==> src/rtl/c3lib_rst_seq_pkg.sv <==
// Shared types and helpers for the staged reset-release sequencer.
package c3lib_rst_seq_pkg;

    typedef enum logic [1:0] {
        ST_ASSERT = 2'd0,
        ST_HOLD   = 2'd1,
        ST_REL    = 2'd2,
        ST_DONE   = 2'd3
    } rst_seq_st_t;

    function automatic int max2(input int a, input int b);
        return (a > b) ? a : b;
    endfunction

endpackage

==> src/rtl/c3lib_rst_seq_cnt.sv <==
// Loadable down-counter with zero flag; saturates at zero so it never wraps.
module c3lib_rst_seq_cnt #(
    parameter int W = 4
) (
    input  logic         clk_i,
    input  logic         rst_i,
    input  logic         load_i,
    input  logic [W-1:0] load_val_i,
    input  logic         dec_i,
    output logic         zero_o
);

    logic [W-1:0] cnt_q, cnt_d;

    always_comb begin
        cnt_d = cnt_q;
        if (load_i) begin
            cnt_d = load_val_i;
        end else if (dec_i && (cnt_q != '0)) begin
            cnt_d = cnt_q - W'(1);
        end
    end

    always_ff @(posedge clk_i) begin
        if (rst_i) begin
            cnt_q <= '0;
        end else begin
            cnt_q <= cnt_d;
        end
    end

    assign zero_o = (cnt_q == '0);

endmodule

==> src/rtl/c3lib_rst_seq_gen.sv <==
// Staged reset-release sequencer: holds all active-low stage resets, then
// releases them one per GAP_CYC after HOLD_CYC, stage 0 first.
module c3lib_rst_seq_gen
    import c3lib_rst_seq_pkg::*;
#(
    parameter int NUM_STG  = 4,
    parameter int HOLD_CYC = 8,
    parameter int GAP_CYC  = 4
) (
    input  logic               clk_i,
    input  logic               rst_i,
    input  logic               en_i,
    input  logic               sw_rst_req_i,
    output logic [NUM_STG-1:0] rst_n_out_o,
    output logic               seq_done_o,
    output logic               seq_busy_o
);

    localparam int CNT_W = $clog2(max2(HOLD_CYC, GAP_CYC) + 1);
    localparam int IDX_W = $clog2(NUM_STG) + 1;

    localparam logic [CNT_W-1:0] HOLD_LD  = CNT_W'(HOLD_CYC - 1);
    localparam logic [CNT_W-1:0] GAP_LD   = CNT_W'(GAP_CYC - 1);
    localparam logic [IDX_W-1:0] LAST_IDX = IDX_W'(NUM_STG - 1);

    if (NUM_STG < 1 || NUM_STG > 16) begin : g_bad_num_stg
        $error("c3lib_rst_seq_gen: NUM_STG must be in 1..16");
    end
    if (HOLD_CYC < 1) begin : g_bad_hold
        $error("c3lib_rst_seq_gen: HOLD_CYC must be >= 1");
    end
    if (GAP_CYC < 1) begin : g_bad_gap
        $error("c3lib_rst_seq_gen: GAP_CYC must be >= 1");
    end

    rst_seq_st_t        state_q, state_d;
    logic [IDX_W-1:0]   idx_q, idx_d;
    logic [NUM_STG-1:0] rst_n_q, rst_n_d;
    logic               done_q, done_d;
    logic               busy_q, busy_d;

    logic               cnt_ld, cnt_dec, cnt_zero;
    logic [CNT_W-1:0]   cnt_ld_val;
    logic               abort;

    assign abort = ~en_i | sw_rst_req_i;

    c3lib_rst_seq_cnt #(.W(CNT_W)) u_cnt (
        .clk_i      (clk_i),
        .rst_i      (rst_i),
        .load_i     (cnt_ld),
        .load_val_i (cnt_ld_val),
        .dec_i      (cnt_dec),
        .zero_o     (cnt_zero)
    );

    always_comb begin
        state_d    = state_q;
        idx_d      = idx_q;
        rst_n_d    = rst_n_q;
        done_d     = done_q;
        busy_d     = busy_q;
        cnt_ld     = 1'b0;
        cnt_ld_val = '0;
        cnt_dec    = 1'b0;

        if (abort) begin
            state_d = ST_ASSERT;
            idx_d   = '0;
            rst_n_d = '0;
            done_d  = 1'b0;
            busy_d  = 1'b0;
        end else begin
            unique case (state_q)
                ST_ASSERT: begin
                    state_d    = ST_HOLD;
                    idx_d      = '0;
                    busy_d     = 1'b1;
                    cnt_ld     = 1'b1;
                    cnt_ld_val = HOLD_LD;
                end
                // HOLD is just the first release step with idx 0 and a longer wait
                ST_HOLD, ST_REL: begin
                    if (cnt_zero) begin
                        for (int k = 0; k < NUM_STG; k++) begin
                            if (idx_q == IDX_W'(k)) rst_n_d[k] = 1'b1;
                        end
                        if (idx_q == LAST_IDX) begin
                            state_d = ST_DONE;
                            done_d  = 1'b1;
                            busy_d  = 1'b0;
                        end else begin
                            state_d    = ST_REL;
                            idx_d      = idx_q + IDX_W'(1);
                            cnt_ld     = 1'b1;
                            cnt_ld_val = GAP_LD;
                        end
                    end else begin
                        cnt_dec = 1'b1;
                    end
                end
                ST_DONE: begin
                end
                default: begin
                    state_d = ST_ASSERT;
                end
            endcase
        end
    end

    always_ff @(posedge clk_i) begin
        if (rst_i) begin
            state_q <= ST_ASSERT;
            idx_q   <= '0;
            rst_n_q <= '0;
            done_q  <= 1'b0;
            busy_q  <= 1'b0;
        end else begin
            state_q <= state_d;
            idx_q   <= idx_d;
            rst_n_q <= rst_n_d;
            done_q  <= done_d;
            busy_q  <= busy_d;
        end
    end

    assign rst_n_out_o = rst_n_q;
    assign seq_done_o  = done_q;
    assign seq_busy_o  = busy_q;

endmodule
==> config.mk <==
export PLATFORM = sky130hd
export DESIGN_NAME = c3lib_rst_seq_gen
export DESIGN_NICKNAME = d
export VERILOG_FILES = /design/src/rtl/c3lib_rst_seq_pkg.sv /design/src/rtl/c3lib_rst_seq_cnt.sv /design/src/rtl/c3lib_rst_seq_gen.sv
export SDC_FILE = /design/constraint.sdc
export NUM_CORES = 1
export LEC_CHECK = 0
export CORE_UTILIZATION = 39
export CTS_CLUSTER_DIAMETER = 150
export CTS_CLUSTER_SIZE = 10
export DETAILED_ROUTE_END_ITERATION = 6
export MAX_ROUTING_LAYER = met4
export PLACE_DENSITY = 0.59
export SETUP_SLACK_MARGIN = 0.15
export SLEW_MARGIN = 10
export SYNTH_ARGS = -nofsm -noshare
export SYNTH_HDL_FRONTEND = slang
export SYNTH_HIERARCHICAL = 1
export SYNTH_SLANG_ARGS = --single-unit
==> constraint.sdc <==
create_clock -name clk_i -period 3.4 [get_ports clk_i]
set_clock_uncertainty 0.05 [all_clocks]
set_input_delay 1.02 -clock clk_i [delete_from_list [all_inputs] [get_ports clk_i]]
set_output_delay 1.02 -clock clk_i [all_outputs]
set_load 0.03 [all_outputs]
* Word-level counts from Yosys, hierarchy flattened
Cells that the tools add are included.
** Operators by class
- Div/mod/pow operators :: 0
- Equal/unequal tests :: 8
- Bitwise gates (word level) :: 2
- Multiplexer cells :: 22
- Order comparisons :: 0
- Multipliers :: 0
- Reduce and logical (&&, ||, !) cells :: 16
- Add/subtract/negate cells :: 2
- Shifts and indexed selects :: 0
** Operators by type and width (count)
- AND reduction 3 bit :: 6
- one-hot mux 3 bit (2 select lines) :: 2
- two-way mux 1 bit :: 9
- two-way mux 3 bit :: 3
- two-way mux 4 bit :: 2
- == test 3 x 2 -> 1 bit, second input constant :: 2
- two-way mux 2 bit :: 3
- != test 2 bit, second input constant :: 3
- zero test 4 bit :: 1
- one-hot mux 1 bit (2 select lines) :: 2
- one-hot mux 2 bit (2 select lines) :: 1
- nonzero test 2 bit :: 2
- nonzero test 4 bit :: 1
- OR reduction 2 bit :: 2
- subtractor 4 x 1 -> 4 bit, second input constant :: 1
- adder 3 x 1 -> 3 bit, second input constant :: 1
- == test 3 x 1 -> 1 bit, second input constant :: 1
- zero test 3 bit :: 1
- == test 2 x 1 -> 1 bit, second input constant :: 1
- == test 2 bit, second input constant :: 1
- zero test 2 bit :: 1
- AND reduction 2 bit :: 1
- logical AND 1 bit :: 1
- NOT 1 bit :: 1
- bitwise OR 1 bit :: 1
** Word-level totals
- Memory bits (writable) :: 0
- Register bits :: 14
- Logic and storage cells :: 58
- Input port bits :: 4
- Bits in read-only memories :: 0
- Latch bits :: 0
- Output and inout port bits :: 6
- Memories kept :: 0

* Longest topological paths before layout
- Depth in word-level cells :: 7
- Depth in mapped cells :: 10
- Gate-level depth less buffers :: 10

* Modules after synthesis
The synthesis kept the hierarchy.
** By module, submodules not included
- c3lib_rst_seq_gen :: sequential area each 200.2 µm², cells an instance 65, area an instance 570.5 µm², instances 1
- c3lib_rst_seq_cnt :: sequential area each 80.1 µm², cells an instance 29, area an instance 262.8 µm², instances 1

* Worst setup path before layout
No wires, ideal clock.
- Kind :: register to register
- Start :: register u_cnt.cnt_q[1]
- End :: register u_cnt.cnt_q[1]
- Path slack :: 805 ps
- Required time :: 3228 ps
- Clock period less this slack :: 2595 ps
- Buffers on the path :: 0
- Setup time :: 122 ps
- Stages on the path, launching flop included :: 10
- Arrival :: 2423 ps
- Cell sequence :: dfxtp_1 > inv_1 > ha_1 > or3b_4 > inv_1 > and3b_4 > nor2_1 > nor3_1 > nor3_1 > a311o_1
** On the way
- Elaborated cells between the ends (all ways) :: 16
- Those cells by class :: 1 x add/sub; 11 x mux; 4 x reduce/logical
** RTL lines
- start: declaration :: RTL line c3lib_rst_seq_cnt.sv:13 : logic [W-1:0] cnt_q, cnt_d;
- start signal: assignment :: RTL line c3lib_rst_seq_cnt.sv:28 : cnt_q <= cnt_d;
- zero test 4 bit * :: RTL line c3lib_rst_seq_cnt.sv:32 : assign zero_o = (cnt_q == '0);
- net cnt_zero :: RTL line c3lib_rst_seq_gen.sv:42 : logic cnt_ld, cnt_dec, cnt_zero;
- two-way mux 1 bit * :: RTL line c3lib_rst_seq_gen.sv:84 : if (cnt_zero) begin
- one-hot mux 1 bit (2 select lines) * :: RTL line c3lib_rst_seq_gen.sv:74 : unique case (state_q)
- two-way mux 1 bit * :: RTL line c3lib_rst_seq_gen.sv:67 : if (abort) begin
- net cnt_ld :: RTL line c3lib_rst_seq_gen.sv:42
- two-way mux 4 bit or nonzero test 2 bit (tied branches)
The timed path passes the listed nets; every way through them passes the cells marked *. The select of a mux whose other input is x is not followed.
A chain may end at the register's enable or synchronous reset.

* Final worst setup path
- Start :: input en_i
- End :: register u_cnt.cnt_q[3]
** On the way
- Word-level cells in the longest chain between the ends :: 5
- Elaborated cells between the ends (all ways) :: 7
- Those cells by class :: 3 x mux; 2 x bitwise; 2 x reduce/logical
** RTL lines
- start: declaration :: RTL line c3lib_rst_seq_gen.sv:12 : input logic en_i,
- NOT 1 bit :: RTL line c3lib_rst_seq_gen.sv:46 : assign abort = ~en_i | sw_rst_req_i;
- bitwise OR 1 bit :: RTL line c3lib_rst_seq_gen.sv:46
- two-way mux 1 bit :: RTL line c3lib_rst_seq_gen.sv:67
- net cnt_dec :: RTL line c3lib_rst_seq_gen.sv:42
- logical AND 1 bit :: RTL line c3lib_rst_seq_cnt.sv:19 : end else if (dec_i && (cnt_q != '0)) begin
- nonzero test 2 bit (no source line)
The timed path passes the listed nets, and every way through them passes these cells.

==> impl_metrics.xml <==
<?xml version="1.0" encoding="UTF-8"?>
<metrics>
  <group name="status">
    <metric name="run_status" unit="">completed</metric>
  </group>
  <group name="cts">
    <metric name="cts_tree" unit="">built</metric>
    <metric name="post_cts.repair.setup_buffers" unit="">0</metric>
    <metric name="cts_made_buffers" unit="">3</metric>
    <metric name="count_of_clock_tree_sinks" unit="">14</metric>
    <metric name="cts_resized" unit="">0</metric>
    <metric name="clock-root-buffer" unit="">sky130_fd_sc_hd__clkbuf_4</metric>
    <metric name="clk_transition_reported_paths" unit="ns">0.09</metric>
    <metric name="worstSkewPairLatency" unit="ns">0.27</metric>
    <metric name="clockBufferDepth" unit="">2</metric>
    <metric name="cts-htree-levels" unit="">1</metric>
    <metric name="post_cts_hold_buffer_count" unit="">0</metric>
  </group>
  <group name="drt">
    <metric name="final_antenna_net_count" unit="">0</metric>
    <metric name="vias" unit="">655</metric>
    <metric name="route.detailed.wl_per_inst" unit="um">11.1</metric>
    <metric name="wirelength" unit="um">1480</metric>
    <metric name="drt_first_pass_iters" unit="">4</metric>
    <metric name="drt_iter0_drc" unit="">11</metric>
    <metric name="remaining_drc_errors" unit="">0</metric>
    <metric name="via_per_inst" unit="">4.92</metric>
  </group>
  <group name="setup_path">
    <metric name="critical_path.reg2reg.startpoint" unit="">u_cnt/cnt_q[1]$_SDFFE_PP0P_</metric>
    <metric name="worst-endpoint-required" unit="ns">3.50</metric>
    <metric name="largest_fanout_on_the_critical_path" unit="">7</metric>
    <metric name="nature_of_the_critical_path_endpoint" unit="">register</metric>
    <metric name="critical_path.startpoint_type" unit="">primary input</metric>
    <metric name="crit_type" unit="">in -&gt; reg</metric>
    <metric name="setup.worst_path.start" unit="">en_i</metric>
    <metric name="timing.critical_path.arrival" unit="ns">2.62</metric>
  </group>
  <group name="sta">
    <metric name="finalMaxSlewViolations" unit="">0</metric>
    <metric name="holdWs" unit="ns">0.428</metric>
    <metric name="worst_slew_margin_rel" unit="">0.662</metric>
    <metric name="setup_total_negative_slack" unit="ns">0</metric>
    <metric name="final-hold-violation-count" unit="">0</metric>
    <metric name="worst_pin_slew" unit="ns">0.506</metric>
    <metric name="post-route-worst-setup-slack" unit="ns">0.882</metric>
    <metric name="min_period_over_period" unit="">0.741</metric>
    <metric name="grt_setup_unrepaired" unit="">no</metric>
    <metric name="finalCriticalPeriod" unit="ns">2.52</metric>
    <metric name="setup_violations" unit="">0</metric>
    <metric name="achievable_clock_frequency" unit="GHz">0.397</metric>
  </group>
  <group name="job">
    <metric name="timing.max_cap.violations" unit="">0</metric>
  </group>
  <group name="logic_synthesis">
    <metric name="yosys_most_used_dff" unit="">sky130_fd_sc_hd__dfxtp_1</metric>
    <metric name="yosysSeqAreaShare" unit="">0.336</metric>
    <metric name="asyncSetResetFlopFracSynth" unit="">0</metric>
    <metric name="synth.ff_latch_count" unit="">14</metric>
    <metric name="post_synth_num_cell_types" unit="">31</metric>
    <metric name="count_of_mapped_cells_out_of_synthesis" unit="">94</metric>
    <metric name="yosys_warnings" unit="">6</metric>
    <metric name="synth-edff-count" unit="">0</metric>
    <metric name="syn-num-nets" unit="">107</metric>
    <metric name="syn-cell-area" unit="um2">833</metric>
    <metric name="postSynthAreaPerCell" unit="um2">8.86</metric>
  </group>
  <group name="power">
    <metric name="peakVddDrop" unit="V">0.000199</metric>
    <metric name="power_switching_share" unit="">0.254</metric>
    <metric name="sequentialPowerShare" unit="">0.503</metric>
    <metric name="p_switching" unit="mW">0.0872</metric>
    <metric name="static-leakage-power" unit="nW">0.361</metric>
    <metric name="internal-power" unit="mW">0.256</metric>
    <metric name="p_comb_frac" unit="">0.152</metric>
    <metric name="clockPowerShare" unit="">0.345</metric>
    <metric name="finalPower" unit="mW">0.343</metric>
    <metric name="power.density_cell_area" unit="nW/um2">349</metric>
  </group>
  <group name="placement">
    <metric name="post_dp_cell_area" unit="um2">946</metric>
    <metric name="place_hpwl" unit="um">1160</metric>
    <metric name="io_buffer_count" unit="">9</metric>
    <metric name="pre_cts_slack" unit="ns">0.603</metric>
    <metric name="placed_cells_incl_taps" unit="">129</metric>
    <metric name="routabilityCongestion" unit="">0.732</metric>
  </group>
  <group name="floorplan">
    <metric name="rows" unit="">16</metric>
    <metric name="starting_density_of_the_core" unit="">0.420</metric>
    <metric name="fp.coreArea" unit="um2">1980</metric>
    <metric name="fp.dieArea" unit="um2">2330</metric>
    <metric name="chipWidth" unit="um">48.2</metric>
    <metric name="die_height" unit="um">48.2</metric>
    <metric name="pin_count" unit="">10</metric>
  </group>
  <group name="final_layout">
    <metric name="nFillCells" unit="">189</metric>
    <metric name="layout-area-overhead-vs-synth" unit="%">17.9</metric>
    <metric name="multi_input_comb_area" unit="um2">497</metric>
    <metric name="final_util" unit="">0.496</metric>
    <metric name="nets" unit="">120</metric>
    <metric name="fin_area" unit="um2">982</metric>
    <metric name="ratio_of_cells_with_drive_above_1_in_the_final_layout" unit="">0.113</metric>
    <metric name="final-seq-area" unit="um2">280</metric>
    <metric name="antenna-diode-count" unit="">0</metric>
    <metric name="layout.cells.non_filler" unit="">133</metric>
  </group>
  <group name="global_routing">
    <metric name="globalRouteOverflowTotal" unit="">0</metric>
    <metric name="total_global_routing_track_utilization" unit="">0.150</metric>
    <metric name="grt_pass1_wl" unit="um">2300</metric>
    <metric name="grt_pass1_vias" unit="">583</metric>
    <metric name="initial_antenna_violation_count" unit="">0</metric>
    <metric name="grt_start_max_net_pins" unit="">9</metric>
  </group>
  <group name="min_path">
    <metric name="hold_path_class" unit="">reg -&gt; reg</metric>
    <metric name="min_from" unit="">seq_busy_o$_SDFFE_PP0P_</metric>
  </group>
</metrics>
==> cell families (layout without fill, tap and decap cells) <==
kind of cell	Yosys count	in the layout	synth area share
flops	14	14	0.336
other cells	1	1	0.00450
buf+inv	12	24	0.0676
mux	1	1	0.0120
fa+ha+maj	9	9	0.135
compound gates	17	17	0.164
simple gates	40	40	0.281
==> critical path: stages <==
cell,delay (ns)
sky130_fd_sc_hd__clkdlybuf4s50_1,0.50
sky130_fd_sc_hd__nand2b_4,0.07
sky130_fd_sc_hd__nor2_1,0.41
sky130_fd_sc_hd__nor4b_2,0.31
sky130_fd_sc_hd__mux2i_1,0.21
sky130_fd_sc_hd__a211oi_1,0.08
==> flip-flops by register name (all words and copies together), names as in the netlist <==
register     cells
idx_q            3
u_cnt/cnt_q      4
seq_busy_o       1
seq_done_o       1
state_q          2
rst_n_out_o      3
==> cells in the mapped netlist, types with 2 or more instances <==
| library cell | count | share of area |
|---|---|---|
| sky130_fd_sc_hd__nand3_1 | 4 | 0.024 |
| sky130_fd_sc_hd__inv_1 | 10 | 0.045 |
| sky130_fd_sc_hd__nor3b_1 | 3 | 0.027 |
| sky130_fd_sc_hd__a311oi_1 | 2 | 0.021 |
| sky130_fd_sc_hd__a21oi_1 | 6 | 0.036 |
| sky130_fd_sc_hd__o21a_1 | 3 | 0.027 |
| sky130_fd_sc_hd__nor3_1 | 2 | 0.012 |
| sky130_fd_sc_hd__nand2b_1 | 3 | 0.023 |
| sky130_fd_sc_hd__dfxtp_1 | 14 | 0.34 |
| sky130_fd_sc_hd__nand2_1 | 9 | 0.041 |
| sky130_fd_sc_hd__nor2_1 | 10 | 0.045 |
| sky130_fd_sc_hd__ha_1 | 9 | 0.14 |
==> cells in the final DEF (no fill, tap or decap), types with 2 or more instances in the layout <==
master	count
sky130_fd_sc_hd__clkdlybuf4s50_1	9
sky130_fd_sc_hd__nand2_1	9
sky130_fd_sc_hd__dfxtp_1	14
sky130_fd_sc_hd__inv_1	10
sky130_fd_sc_hd__clkbuf_4	3
sky130_fd_sc_hd__a311oi_1	2
sky130_fd_sc_hd__o21a_1	3
sky130_fd_sc_hd__nand2b_1	3
sky130_fd_sc_hd__ha_1	9
sky130_fd_sc_hd__nor3b_1	3
sky130_fd_sc_hd__nand3_1	4
sky130_fd_sc_hd__nor3_1	2
sky130_fd_sc_hd__a21oi_1	6
sky130_fd_sc_hd__nor2_1	10
==> layer usage <==
metal | track usage | up-vias | wire [um]
li1 | - | 342 | -
met4 | 0.0944 | 0 | 21
met2 | 0.224 | 7 | 677
met3 | 0.0222 | 2 | 29
met5 | - | - | 0
met1 | 0.187 | 304 | 753
==> power groups by stage <==
stage                     sequential, mW  combinational [mW]  clock, mW
after global placement             0.176              0.0516          0
after CTS                          0.172              0.0524      0.125
after global routing               0.173              0.0577      0.128
final                              0.172              0.0521      0.118
after floorplan                    0.177              0.0372          0
after detailed placement           0.176              0.0523          0
==> final timing paths <==
| kind | slack (ns) | cells past startpoint | endpoint |
|---|---|---|---|
| max | 0.88 | 6 | u_cnt/cnt_q[3]$_SDFFE_PP0P_ |
| max reg2reg | 0.92 | 10 | u_cnt/cnt_q[1]$_SDFFE_PP0P_ |
| min reg2reg | 0.43 | 2 | seq_busy_o$_SDFFE_PP0P_ |
| min | 0.43 | 2 | seq_busy_o$_SDFFE_PP0P_ |
==> area by class of cell <==
type,count,share of cell area
clock buffer,4,0.0369
multi-input combinational,68,0.506
timing repair buffer,10,0.0994
tap,27,0.0344
inverter,10,0.0382
sequential,14,0.285
Note: power is estimated with default switching activity, not from simulation.
